<file path="src/rtl/load_store_unit_if.sv">
// Request/response and data-memory signals of the load/store unit.
`timescale 1ns/1ps

interface load_store_unit_if;
  localparam int unsigned DataWidth = 32;
  localparam int unsigned OpWidth   = 3;

  logic                 req_valid;
  logic                 req_ready;
  logic [OpWidth-1:0]   req_op;
  logic [DataWidth-1:0] req_addr;
  logic [DataWidth-1:0] req_wdata;
  logic                 resp_valid;
  logic [DataWidth-1:0] resp_data;
  logic                 resp_err;
  logic [DataWidth-1:0] mem_addr;
  logic [DataWidth-1:0] mem_wdata;
  logic                 mem_read;
  logic                 mem_write;
  logic [DataWidth-1:0] mem_rdata;

  // Unit side: consumes requests and memory read data.
  modport slave (
    input  req_valid, req_op, req_addr, req_wdata, mem_rdata,
    output req_ready, resp_valid, resp_data, resp_err,
           mem_addr, mem_wdata, mem_read, mem_write
  );

  // Requester/memory side.
  modport master (
    output req_valid, req_op, req_addr, req_wdata, mem_rdata,
    input  req_ready, resp_valid, resp_data, resp_err,
           mem_addr, mem_wdata, mem_read, mem_write
  );
endinterface

</file>
<file path="src/rtl/load_store_unit.sv">
// Big-endian load/store unit: byte/half/word loads with extension,
// word stores, and byte/half stores as read-modify-write.
`timescale 1ns/1ps

module load_store_unit (
  input  logic             clk,
  input  logic             rst_n,
  load_store_unit_if.slave bus,
  output logic [7:0]       err_count
);
  localparam int unsigned DataWidth  = 32;
  localparam int unsigned CountWidth = 8;

  localparam logic [2:0] OpLb  = 3'b000;
  localparam logic [2:0] OpLh  = 3'b001;
  localparam logic [2:0] OpLw  = 3'b010;
  localparam logic [2:0] OpSb  = 3'b011;
  localparam logic [2:0] OpLbu = 3'b100;
  localparam logic [2:0] OpLhu = 3'b101;
  localparam logic [2:0] OpSh  = 3'b110;
  localparam logic [2:0] OpSw  = 3'b111;

  typedef enum logic [2:0] {IDLE, RD, LEXT, MERGE, WR, RESP} stateT;

  stateT                 state, stateNext;
  logic [2:0]            opR;
  logic [DataWidth-1:0]  addrR;
  logic [15:0]           wdataR;
  logic                  latch, errInc;
  logic [CountWidth-1:0] errCount;

  logic                 reqReady, reqReadyNext;
  logic                 respValid, respValidNext;
  logic [DataWidth-1:0] respData, respDataNext;
  logic                 respErr, respErrNext;
  logic [DataWidth-1:0] memAddr, memAddrNext;
  logic [DataWidth-1:0] memWdata, memWdataNext;
  logic                 memRead, memReadNext;
  logic                 memWrite, memWriteNext;

  function automatic logic isMisaligned(input logic [2:0] op, input logic [1:0] off);
    logic mis;
    mis = 1'b0;
    case (op)
      OpLh, OpLhu, OpSh: mis = off[0];
      OpLw, OpSw:        mis = (off != 2'b00);
      default:           mis = 1'b0;
    endcase
    return mis;
  endfunction

  // Select the addressed field (offset 0 is the most significant byte) and extend it.
  function automatic logic [DataWidth-1:0] extendLoad(input logic [2:0] op,
                                                      input logic [1:0] off,
                                                      input logic [DataWidth-1:0] word);
    logic [7:0]           b;
    logic [15:0]          h;
    logic [DataWidth-1:0] r;
    case (off)
      2'd0:    b = word[31:24];
      2'd1:    b = word[23:16];
      2'd2:    b = word[15:8];
      default: b = word[7:0];
    endcase
    h = off[1] ? word[15:0] : word[31:16];
    case (op)
      OpLb:    r = {{24{b[7]}}, b};
      OpLbu:   r = {24'd0, b};
      OpLh:    r = {{16{h[15]}}, h};
      OpLhu:   r = {16'd0, h};
      default: r = word;
    endcase
    return r;
  endfunction

  // Replace the addressed byte or halfword of the fetched word with store data.
  function automatic logic [DataWidth-1:0] mergeStore(input logic [2:0] op,
                                                      input logic [1:0] off,
                                                      input logic [DataWidth-1:0] word,
                                                      input logic [15:0] wdata);
    logic [DataWidth-1:0] r;
    r = word;
    if (op == OpSb) begin
      case (off)
        2'd0:    r[31:24] = wdata[7:0];
        2'd1:    r[23:16] = wdata[7:0];
        2'd2:    r[15:8]  = wdata[7:0];
        default: r[7:0]   = wdata[7:0];
      endcase
    end else if (off[1]) begin
      r[15:0] = wdata;
    end else begin
      r[31:16] = wdata;
    end
    return r;
  endfunction

  // Next state and next registered outputs.
  always_comb begin
    stateNext     = state;
    reqReadyNext  = 1'b0;
    respValidNext = 1'b0;
    respDataNext  = '0;
    respErrNext   = 1'b0;
    memAddrNext   = '0;
    memWdataNext  = '0;
    memReadNext   = 1'b0;
    memWriteNext  = 1'b0;
    latch         = 1'b0;
    errInc        = 1'b0;
    case (state)
      IDLE: begin
        reqReadyNext = 1'b1;
        if (bus.req_valid) begin
          latch        = 1'b1;
          reqReadyNext = 1'b0;
          if (isMisaligned(bus.req_op, bus.req_addr[1:0])) begin
            stateNext     = RESP;
            respValidNext = 1'b1;
            respErrNext   = 1'b1;
            errInc        = 1'b1;
          end else if (bus.req_op == OpSw) begin
            stateNext    = WR;
            memWriteNext = 1'b1;
            memAddrNext  = {bus.req_addr[31:2], 2'b00};
            memWdataNext = bus.req_wdata;
          end else begin
            stateNext   = RD;
            memReadNext = 1'b1;
            memAddrNext = {bus.req_addr[31:2], 2'b00};
          end
        end
      end
      RD: stateNext = ((opR == OpSb) || (opR == OpSh)) ? MERGE : LEXT;
      LEXT: begin
        stateNext     = RESP;
        respValidNext = 1'b1;
        respDataNext  = extendLoad(opR, addrR[1:0], bus.mem_rdata);
      end
      MERGE: begin
        stateNext    = WR;
        memWriteNext = 1'b1;
        memAddrNext  = {addrR[31:2], 2'b00};
        memWdataNext = mergeStore(opR, addrR[1:0], bus.mem_rdata, wdataR);
      end
      WR: begin
        stateNext     = RESP;
        respValidNext = 1'b1;
      end
      RESP: begin
        stateNext    = IDLE;
        reqReadyNext = 1'b1;
      end
      default: begin
        stateNext    = IDLE;
        reqReadyNext = 1'b1;
      end
    endcase
  end

  // State, output registers and saturating error counter.
  always_ff @(posedge clk or negedge rst_n) begin
    if (!rst_n) begin
      state     <= IDLE;
      reqReady  <= 1'b1;
      respValid <= 1'b0;
      respData  <= '0;
      respErr   <= 1'b0;
      memAddr   <= '0;
      memWdata  <= '0;
      memRead   <= 1'b0;
      memWrite  <= 1'b0;
      errCount  <= '0;
    end else begin
      state     <= stateNext;
      reqReady  <= reqReadyNext;
      respValid <= respValidNext;
      respData  <= respDataNext;
      respErr   <= respErrNext;
      memAddr   <= memAddrNext;
      memWdata  <= memWdataNext;
      memRead   <= memReadNext;
      memWrite  <= memWriteNext;
      if (errInc && (errCount != {CountWidth{1'b1}})) begin
        errCount <= errCount + CountWidth'(1);
      end
    end
  end

  // Capture the accepted request; later input changes are ignored.
  always_ff @(posedge clk or negedge rst_n) begin
    if (!rst_n) begin
      opR    <= '0;
      addrR  <= '0;
      wdataR <= '0;
    end else if (latch) begin
      opR    <= bus.req_op;
      addrR  <= bus.req_addr;
      wdataR <= bus.req_wdata[15:0];
    end
  end

  assign bus.req_ready  = reqReady;
  assign bus.resp_valid = respValid;
  assign bus.resp_data  = respData;
  assign bus.resp_err   = respErr;
  assign bus.mem_addr   = memAddr;
  assign bus.mem_wdata  = memWdata;
  assign bus.mem_read   = memRead;
  assign bus.mem_write  = memWrite;
  assign err_count      = errCount;
endmodule
</file>
<file path="src/flat_wrapper.sv">
// flat-port wrapper written by rule: the top's interface ports become plain ports
module load_store_unit_flat 
  (clk, rst_n, err_count, bus_req_valid, bus_req_op, bus_req_addr, bus_req_wdata, bus_mem_rdata, bus_req_ready, bus_resp_valid, bus_resp_data, bus_resp_err, bus_mem_addr, bus_mem_wdata, bus_mem_read, bus_mem_write);
  load_store_unit_if bus_i ();
  input  logic clk;
  input  logic rst_n;
  output logic [7:0] err_count;
  input wire logic [$bits(bus_i.req_valid)-1:0] bus_req_valid;
  input wire logic [$bits(bus_i.req_op)-1:0] bus_req_op;
  input wire logic [$bits(bus_i.req_addr)-1:0] bus_req_addr;
  input wire logic [$bits(bus_i.req_wdata)-1:0] bus_req_wdata;
  input wire logic [$bits(bus_i.mem_rdata)-1:0] bus_mem_rdata;
  output wire logic [$bits(bus_i.req_ready)-1:0] bus_req_ready;
  output wire logic [$bits(bus_i.resp_valid)-1:0] bus_resp_valid;
  output wire logic [$bits(bus_i.resp_data)-1:0] bus_resp_data;
  output wire logic [$bits(bus_i.resp_err)-1:0] bus_resp_err;
  output wire logic [$bits(bus_i.mem_addr)-1:0] bus_mem_addr;
  output wire logic [$bits(bus_i.mem_wdata)-1:0] bus_mem_wdata;
  output wire logic [$bits(bus_i.mem_read)-1:0] bus_mem_read;
  output wire logic [$bits(bus_i.mem_write)-1:0] bus_mem_write;
  assign bus_i.req_valid = bus_req_valid;
  assign bus_i.req_op = bus_req_op;
  assign bus_i.req_addr = bus_req_addr;
  assign bus_i.req_wdata = bus_req_wdata;
  assign bus_i.mem_rdata = bus_mem_rdata;
  assign bus_req_ready = bus_i.req_ready;
  assign bus_resp_valid = bus_i.resp_valid;
  assign bus_resp_data = bus_i.resp_data;
  assign bus_resp_err = bus_i.resp_err;
  assign bus_mem_addr = bus_i.mem_addr;
  assign bus_mem_wdata = bus_i.mem_wdata;
  assign bus_mem_read = bus_i.mem_read;
  assign bus_mem_write = bus_i.mem_write;
  load_store_unit u_core (.clk(clk), .rst_n(rst_n), .bus(bus_i), .err_count(err_count));
endmodule
</file>
<file path="config.mk">
export PLATFORM = sky130hd
export DESIGN_NAME = load_store_unit_flat
export DESIGN_NICKNAME = d
export VERILOG_FILES = /design/src/rtl/load_store_unit_if.sv /design/src/rtl/load_store_unit.sv /design/src/flat_wrapper.sv
export SDC_FILE = /design/constraint.sdc
export NUM_CORES = 1
export LEC_CHECK = 0
export ABC_CLOCK_PERIOD_IN_PS = 3950
export CORE_MARGIN = 8
export CORE_UTILIZATION = 52
export CTS_BUF_LIST = sky130_fd_sc_hd__clkbuf_4
export DETAILED_ROUTE_END_ITERATION = 16
export PLACE_DENSITY = 0.88
export SLEW_MARGIN = 20
export SYNTH_ARGS = -nofsm -noshare
export SYNTH_HDL_FRONTEND = slang
export SYNTH_SLANG_ARGS = --single-unit
</file>
<file path="constraint.sdc">
create_clock -name clk -period 3.95 [get_ports clk]
set_clock_uncertainty 0.1 [all_clocks]
set_input_delay 0.79 -clock clk [delete_from_list [all_inputs] [get_ports clk]]
set_output_delay 0.79 -clock clk [all_outputs]
set_load 0.005 [all_outputs]
</file>
# Word level (Yosys, flattened, before mapping)
# Index checks and enable logic that the tools add are counted.
# word_totals
out_inout_bits	109
ff_bits	163
in_bits	102
# op_classes
mux	42
eq_ne	18
addsub	1
reduce_logical	11
# ops
cell	count
$mux W32	7
$pmux W32 S2	2
$pmux W32 S4	1
$mux W16	3
$mux W8	4
$pmux W8 S3	1
$eq A3 B3 Y1 const B	7
$mux W1	16
$eq A3 B2 Y1 const B	4
$pmux W3 S4	1
$eq A3 B1 Y1 const B	3
$mux W3	3
$add A8 B1 Y8 const B	1
$ne A8 B8 Y1 const B	1
$pmux W1 S2	4
$logic_not A3 Y1	2
$reduce_or A3 Y1	2
$reduce_or A2 Y1	2
$reduce_or A4 Y1	1
$eq A2 B1 Y1 const B	1
$eq A2 B2 Y1 const B	1
$logic_not A2 Y1	1
$ne A2 B2 Y1 const B	1
$reduce_bool A2 Y1	1
2 further kinds	2

# Logic depth before layout (Yosys ltp)
# Gate-level depths: netlist of run 1.
# logic_depth
depth_word	9
depth_mapped	7
mapped_depth_nobuf	5

# Worst setup path before layout of run 1
# Ideal clock, no wire load.
# synth_path
kind	in2reg
startpoint	input bus_req_valid
endpoint	register u_core.errCount[1], in the netlist u_core.err_count[1]
setup_time_ps	125
path_stages	4
setup_slack_ps	1661
required_time_ps	3725
n_path_buf	1
arrival_time_ps	2064
cell_sequence	or4b_4 buf_6 or3b_4 mux2_4
# synth_via
elab_chain_len	3
# synth_lines
item	line	rtl
start, declared	flat_wrapper.sv:8	input wire logic [$bits(bus_i.req_valid)-1:0] bus_req_valid;
$mux W1	load_store_unit.sv:114	if (bus.req_valid) begin
$mux W1	load_store_unit.sv:111	case (state)
$logic_and A1 B1 Y1	load_store_unit.sv:184	if (errInc && (errCount != {CountWidth{1'b1}})) begin
end signal, assigned	load_store_unit.sv:185	errCount <= errCount + CountWidth'(1);
end, declared	load_store_unit.sv:30	logic [CountWidth-1:0] errCount;
# Every way passes these cells.
# A chain may end at the register's enable or synchronous reset.

# Worst setup path after layout of run 1
# layout_path
startpoint	input bus_req_op[1]
endpoint	register u_core.memWdata[28], in the netlist u_core.bus.mem_wdata[28]
# layout_via
elab_chain_len	8
# layout_lines
item	line	rtl
start, declared	flat_wrapper.sv:9	input wire logic [$bits(bus_i.req_op)-1:0] bus_req_op;
$eq A3 B1 Y1 (tied with other cells)	load_store_unit.sv:44	case (op)
$reduce_or A3 Y1 / $reduce_or A2 Y1 (equally long branches)	load_store_unit.sv:44	
$pmux W1 S2	load_store_unit.sv:44	
$mux W1	load_store_unit.sv:114	
$mux W1	load_store_unit.sv:111	
$mux W32 *	load_store_unit.sv:117	if (isMisaligned(bus.req_op, bus.req_addr[1:0])) begin
$mux W32 *	load_store_unit.sv:114	
$pmux W32 S2 *	load_store_unit.sv:111	
named net u_core.memWdataNext[28]	load_store_unit.sv:37	logic [DataWidth-1:0] memWdata, memWdataNext;
end signal, assigned	load_store_unit.sv:181	memWdata <= memWdataNext;
end, declared	load_store_unit.sv:37	
# The timed path passes the listed nets; every way through them passes the cells marked *. The select of a mux whose other input is x is not followed.

==> results.sh, run 1 <==
export IMPL_timing_rr_end="u_core.bus.resp_data[8]$_DFF_PN0_"
export IMPL_cp_max_fo=19
export IMPL_worstSetupStartpointType="primary input"
export IMPL_synthCells=675
export IMPL_clock_sinks=161
export IMPL_fin_util_pct=73.08
export IMPL_avgSynthCellArea_um2=10.06
export IMPL_num_vias=5989
export IMPL_timing_hold_violations_final=0
export IMPL_clockPowerShare_pct=18.4
export IMPL_fin_nets=963
export IMPL_clk_latency_ns=0.55
export IMPL_regToRegSetupSlack_ns=1.24
export IMPL_cts_max_level=4
export IMPL_rsz0062_at_grt="no"
export IMPL_p_sw_share_pct=36.52
export IMPL_status="completed"
export IMPL_core_um2=12670
export IMPL_die_width_um=130.3
export IMPL_cp_arrival_ns=3.04
export IMPL_path_clk_slew_ns=0.13
export IMPL_grt_pass1_wl_um=31970
export IMPL_wl_um=20840
export IMPL_setup_violations=0
export IMPL_port_buffer_count=208
export IMPL_die_h_um=130.3
export IMPL_grt_max_degree=79
export IMPL_dieArea_um2=16980
export IMPL_grt_pass1_vias=5985
export IMPL_max_slew_margin_pct=30.54
export IMPL_powerDensity_nw_per_um2=611.8
export IMPL_antenna_found_initial=1
export IMPL_cts_tree="done"
export IMPL_ir_worst_vdd_uv=393.2
export IMPL_min_path_type="in -> async"
export IMPL_dp_cells=1013
export IMPL_cts_root_buffer="clkbuf_4"
export IMPL_crit_required_ns=4.29
export IMPL_cts_buffers_inserted=17
export IMPL_hold_buffers=0
export IMPL_endpoint_kind="flip-flop"
export IMPL_ys_ff_latch=161
export IMPL_fmax_mhz=369.3
export IMPL_synth_top_flop_cell="dfrtp_1"
export IMPL_fp_row_count=41
export IMPL_cts_repair_resize_count=0
export IMPL_synth_distinct_cells=49
export IMPL_dp_hpwl_um=15390
export IMPL_p_leak_uw=0.004289
export IMPL_fillCellCount=861
export IMPL_final_cells=1046
export IMPL_finalCritPeriodShare_pct=68.55
export IMPL_final_setup_tns_ns=0
export IMPL_async_reset_ff_share_pct=100.0
export IMPL_grt_total_usage_pct=24.91
export IMPL_internal_power_uw=3596
export IMPL_worst_slew_pin_slew_ns=1.039
export IMPL_synthToLayoutAreaGrowth_pct=36.32
export IMPL_avgRoutedWirePerCell_um=19.92
export IMPL_cap_violations=0
export IMPL_finalMaxSlewViolations=0
export IMPL_reg2reg_depth=5
export IMPL_initial_core_util_pct=53.61
export IMPL_clk_path_buf_depth=2
export IMPL_post_cts_setup_buffers=0
export IMPL_grt_remaining_overflow=0
export IMPL_path_class="in -> reg"
export IMPL_drtIter0Drc=672
export IMPL_period_minus_slack_ns=2.708
export IMPL_drive_gt1_share_pct=6.529
export IMPL_seqPwrFrac_pct=44.4
export IMPL_synth_edf_count=0
export IMPL_synth_area_um2=6793
export IMPL_synth_seq_area_share_pct=59.33
export IMPL_r2r_start="u_core.addrR[1]$_DFFE_PN0P_"
export IMPL_yosysWarnings=0
export IMPL_p_switching_uw=2069
export IMPL_gp_congestion=0.9710
export IMPL_vias_per_cell=5.726
export IMPL_pin_count=211
export IMPL_fin_hold_ws_ns=0.06747
export IMPL_detail_route_antenna_nets=0
export IMPL_combPwrFrac_pct=37.2
export IMPL_dr_pass1_iters=6
export IMPL_post_route_drc_count=0
[layer usage]
metal | vias up | GRT usage, % | routed length [um]
met3 | 40 | 8.772 | 2391
met5 | - | 0 | 0
met1 | 2885 | 29.12 | 7628
met2 | 369 | 41.13 | 10270
met4 | 0 | 10.11 | 550
li1 | 2695 | - | -
[worst max path at each step]
stage | depth (start not counted) | start | endpoint
CTS | 6 | bus_req_op[1] | u_core.bus.mem_wdata[23]$_DFF_PN0_
floorplan | 4 | bus_req_valid | u_core.err_count[1]$_DFFE_PN0P_
detailed placement | 6 | bus_req_op[1] | u_core.bus.mem_wdata[19]$_DFF_PN0_
global route | 5 | u_core.addrR[1]$_DFFE_PN0P_ | u_core.bus.resp_data[19]$_DFF_PN0_
finish | 6 | bus_req_op[1] | u_core.bus.mem_wdata[28]$_DFF_PN0_
global placement | 4 | bus_req_valid | u_core.err_count[1]$_DFFE_PN0P_
[Yosys cell counts, types with 2 or more instances]
| library cell | count | area (um2) |
|---|---|---|
| xor2_1 | 4 | 35.03 |
| a21oi_1 | 25 | 125.1 |
| nand3_1 | 10 | 50.05 |
| mux2i_1 | 18 | 180.2 |
| o221a_2 | 7 | 78.83 |
| nand4_1 | 4 | 25.02 |
| or3_1 | 2 | 12.51 |
| buf_4 | 2 | 15.01 |
| nor3_1 | 8 | 40.04 |
| inv_1 | 29 | 108.9 |
| and3_1 | 2 | 12.51 |
| xnor2_1 | 2 | 17.52 |
| dfrtp_1 | 160 | 4004 |
| mux2_2 | 3 | 33.78 |
| clkbuf_1 | 36 | 135.1 |
| a221oi_1 | 8 | 70.07 |
| nor2b_1 | 3 | 18.77 |
| nand2b_1 | 3 | 18.77 |
| a32o_1 | 30 | 300.3 |
| nand3b_1 | 2 | 15.01 |
| nor4_1 | 2 | 12.51 |
| nor2_2 | 2 | 12.51 |
| o22ai_1 | 33 | 206.5 |
| o21ai_0 | 35 | 175.2 |
| buf_1 | 6 | 22.52 |
| nand2_1 | 194 | 728.2 |
| buf_2 | 4 | 20.02 |
| o21a_1 | 7 | 52.55 |
| buf_6 | 2 | 22.52 |
| nor2_1 | 13 | 48.80 |
[cell usage in the layout (no fill, tap or decap), drive strengths merged, types with 2 or more instances in the layout]
master,n
nor4,2
mux2,4
nand3,10
o21a,7
nor2,15
nand3b,2
nor3,8
clkbuf,18
o221a,7
clkinvlp,2
conb,2
a32o,30
dfrtp,160
and3,2
nand2b,3
o22ai,33
a221oi,8
clkinv,9
o21ai,36
inv,29
buf,8
xor2,4
or3,2
a21oi,25
mux2i,18
bufinv,4
nor2b,3
clkdlybuf4s50,207
nand2,194
xnor2,2
nand4,4
[area by class of cell]
| class | count | area, um2 | area share, % |
|---|---|---|---|
| timing repair buffer | 215 | 2148 | 23.20 |
| sequential | 161 | 4030 | 43.52 |
| clock inverter | 14 | 170.2 | 1.838 |
| clock buffer | 18 | 135.1 | 1.459 |
| antenna | 1 | 2.502 | 0.02702 |
| inverter | 30 | 112.6 | 1.216 |
| multi-input combinational | 435 | 2446 | 26.42 |
| tap | 172 | 215.2 | 2.324 |
[worst max-delay path: stages]
cell and delay, ns:
clkdlybuf4s50_1 0.55, nand3_1 0.15, or3_1 0.63, nor2_2 0.65, nand2_1 0.13, o21ai_0 0.13
[cell families (layout without fill, tap and decap cells)]
group                    count (synthesis)  count (layout)  synth area share, %
AND/OR/NAND/NOR                        252             252                15.66
flip-flops                             161             161                59.33
AO/OA/AOI/OAI                          152             152                15.80
buffers and inverters                   80             277                4.826
multiplexers                            22              22                3.371
XOR/XNOR                                 6               6               0.7736
adder cells (fa/ha/maj)                  1               1               0.1842
other                                    1               3              0.05521
[power groups by stage]
stage	Combinational (uW)	Clock [uW]	Sequential, uW
after CTS	2110	1060	2500
after detailed placement	2090	0	2530
after global routing	2320	1130	2570
after floorplan	1280	0	2380
after global placement	2020	0	2500
final	2110	1040	2510
[through the flow]
step	setup slack, ns	area, um2	total power (uW)
3_5_place_dp	0.7381	8951	4621
4_1_cts	1.287	9256	5664
5_1_grt	1.067	9260	6011
2_1_floorplan	1.661	6797	3653
6_report	1.242	9260	5665
3_3_place_gp	0.8253	8951	4524
[state kept, by name (all words and copies together), names as in the netlist]
name,cells
u_core.opR,3
u_core.bus.mem_addr,30
u_core.state,3
u_core.bus.resp_data,32
u_core.addrR,32
u_core.bus.resp_valid,1
u_core.bus.mem_wdata,32
u_core.bus.resp_err,1
u_core.err_count,8
u_core.bus.mem_read,1
u_core.bus.req_ready,1
u_core.wdataR,16
u_core.bus.mem_write,1
Power figures use the tool's default switching activity.
==> run 2: changes to the inputs <==
--- a/config.mk
+++ b/config.mk
@@ -5,12 +5,12 @@
 export SDC_FILE = /design/constraint.sdc
 export NUM_CORES = 1
 export LEC_CHECK = 0
-export ABC_CLOCK_PERIOD_IN_PS = 3950
+export ABC_CLOCK_PERIOD_IN_PS = 2300
 export CORE_MARGIN = 8
-export CORE_UTILIZATION = 52
+export CORE_UTILIZATION = 44
 export CTS_BUF_LIST = sky130_fd_sc_hd__clkbuf_4
 export DETAILED_ROUTE_END_ITERATION = 16
-export PLACE_DENSITY = 0.88
+export PLACE_DENSITY = 0.79
 export SLEW_MARGIN = 20
 export SYNTH_ARGS = -nofsm -noshare
 export SYNTH_HDL_FRONTEND = slang
==> constraint.sdc (replaced) <==
create_clock -name clk -period 2.3 [get_ports clk]
set_clock_uncertainty 0.1 [all_clocks]
set_input_delay 0.46 -clock clk [delete_from_list [all_inputs] [get_ports clk]]
set_output_delay 0.46 -clock clk [all_outputs]
set_load 0.005 [all_outputs]
==> run 2 against run 1 <==
Wire length fell by 1.7%. Design area rose by 2.9%. Via count fell by 1.5%. Worst hold slack improved by 0.24 ns. Die area rose by 16%. Non-clock buffer count rose by 36. Critical path depth fell by 5. Clock power rose by 45%. Sequential share of layout area fell by 1.2 points. Largest power group unchanged. Highest routed layer is now met5.
==> results.sh, run 2 (same netlist as run 1, synthesis figures left out) <==
export IMPL_worst_slew_pin_slew_ns=0.6733
export IMPL_fin_ws_ns=0.1491
export IMPL_cts_tree="done"
export IMPL_final_common_cell="clkdlybuf4s50_1"
export IMPL_crit_family="flip-flops"
export IMPL_post_route_drc_count=0
export IMPL_dieArea_um2=19670
export IMPL_detail_route_antenna_nets=0
export IMPL_hold_buffers=1
export IMPL_n_antenna_cell=0
export IMPL_cts_root_buffer="clkbuf_4"
export IMPL_pin_count=211
export IMPL_fp_row_count=45
export IMPL_grt_total_usage_pct=20.86
export IMPL_endpoint_kind="primary output"
export IMPL_period_minus_slack_ns=2.151
export IMPL_cts_max_level=4
export IMPL_clock_sinks=161
export IMPL_slowest_stage="dfstp_2"
export IMPL_rsz0062_at_grt="no"
export IMPL_reg2reg_depth=5
export IMPL_drtIter0Drc=417
export IMPL_cp_max_fo=1
export IMPL_timing_rr_end="u_core.bus.resp_data[12]$_DFF_PN0_"
export IMPL_num_vias=5898
export IMPL_clk_latency_ns=0.55
export IMPL_grt_max_degree=61
export IMPL_critical_path_max_stage_delay_ns=0.54
export IMPL_ir_worst_vdd_uv=627.4
export IMPL_layout_cells_most_common_list="clkdlybuf4s50_1, nand2_1, dfrtp_1"
export IMPL_fmax_mhz=464.9
export IMPL_p_leak_uw=0.004443
export IMPL_finalMaxSlewViolations=0
export IMPL_cp_arrival_ns=1.59
export IMPL_status="completed"
export IMPL_setup_violations=0
export IMPL_grt_pass1_wl_um=32110
export IMPL_port_buffer_count=208
export IMPL_cts_repair_resize_count=0
export IMPL_antenna_found_initial=2
export IMPL_fin_area_um2=9525
export IMPL_clk_path_buf_depth=2
export IMPL_vias_per_cell=5.376
export IMPL_cap_violations=0
export IMPL_worstSetupStartpointType="flip-flop"
export IMPL_post_cts_setup_buffers=0
export IMPL_r2r_start="u_core.addrR[1]$_DFFE_PN0P_"
export IMPL_dp_hpwl_um=15440
export IMPL_avgRoutedWirePerCell_um=18.68
export IMPL_dp_slack_ns=-0.1890
export IMPL_path_clk_slew_ns=0.13
export IMPL_path_class="reg -> out"
export IMPL_drive_gt1_share_pct=10.12
export IMPL_fin_nets=999
export IMPL_synthToLayoutAreaGrowth_pct=40.23
export IMPL_initial_core_util_pct=44.85
export IMPL_die_h_um=140.3
export IMPL_core_um2=15150
export IMPL_max_slew_margin_pct=55.12
export IMPL_die_width_um=140.3
export IMPL_grt_pass1_vias=6017
export IMPL_crit_required_ns=1.74
export IMPL_min_path_type="in -> async"
export IMPL_cts_buffers_inserted=17
export IMPL_gp_congestion=0.8831
export IMPL_powerDensity_nw_per_um2=1008
export IMPL_regToRegSetupSlack_ns=0.26
export IMPL_wl_um=20490
export IMPL_finalCritPeriodShare_pct=93.52
export IMPL_place_area_um2=9271
export IMPL_dr_pass1_iters=5
export IMPL_grt_remaining_overflow=0
export IMPL_timing_hold_violations_final=0
export IMPL_critPathBufInv=1
export IMPL_cp_cell_sequence="clkdlybuf4s50_1"
==> run 2: cell types whose count changed in the layout (fill, tap and decap cells not counted), moves of 2 or more <==
cell / before / now
clkbuf_4: 18 / 20
clkinv_4: 0 / 2
bufinv_16: 4 / 1
buf_12: 1 / 4
buf_4: 6 / 38
==> run 2: area by class of cell <==
type | count | area, um2
inverters | 30 | 112.6
multi-input cells | 435 | 2445
well taps | 188 | 235.2
repair buffers | 251 | 2459
fillers | 1233 | 5620
clock buffers | 20 | 150.1
clock inverters | 12 | 93.84
flip-flops and latches | 161 | 4030
==> run 2: report_power, final <==
part           internal (uW)  leakage, uW  switching [uW]
clock network            555     0.000135             953
registers               3630      0.00214             541
logic                   1860      0.00217            2060
==> run 2: per-stage QoR <==
step                total power [uW]  TNS, ns  util (%)  instances  hold slack, ns
floorplan                       6274        0         -        676         0.06441
global placement                8044   -1.857     61.21       1064          0.3389
detailed placement              8136   -3.110     61.21       1064          0.3376
CTS                             9662        0     62.89       1097          0.2537
global route                   10280        0     62.89       1097          0.2939
finish                          9602        0     62.89       1097          0.3028
==> run 2: worst max-delay path by stage <==
stage                                   startpoint                            endpoint  depth (start not counted)
floorplan              u_core.state[0]$_DFFE_PN0P_     u_core.err_count[1]$_DFFE_PN0P_                          5
global placement                   bus_req_addr[0]     u_core.err_count[6]$_DFFE_PN0P_                          6
detailed placement                 bus_req_addr[0]     u_core.err_count[6]$_DFFE_PN0P_                          6
CTS                 u_core.bus.req_ready$_DFF_PN1_                       bus_req_ready                          1
global route           u_core.addrR[1]$_DFFE_PN0P_  u_core.bus.resp_data[12]$_DFF_PN0_                          5
finish              u_core.bus.req_ready$_DFF_PN1_                       bus_req_ready                          1
==> run 2: worst register-to-register path, delay by kind of cell (launching register included) <==
kind,cells,cell delay [ns]
compound gates,3,0.73
flops,1,0.59
mux,1,0.39
simple gates,1,0.09
==> run 2: routing by layer <==
layer  global-route usage [%]  up-vias  share of wire, %
li1                         -     2770                 -
met1                    25.16     2816                40
met2                    32.58      266                47
met3                    8.767       42                10
met4                    8.114        4               2.3
met5                        0        -              0.13
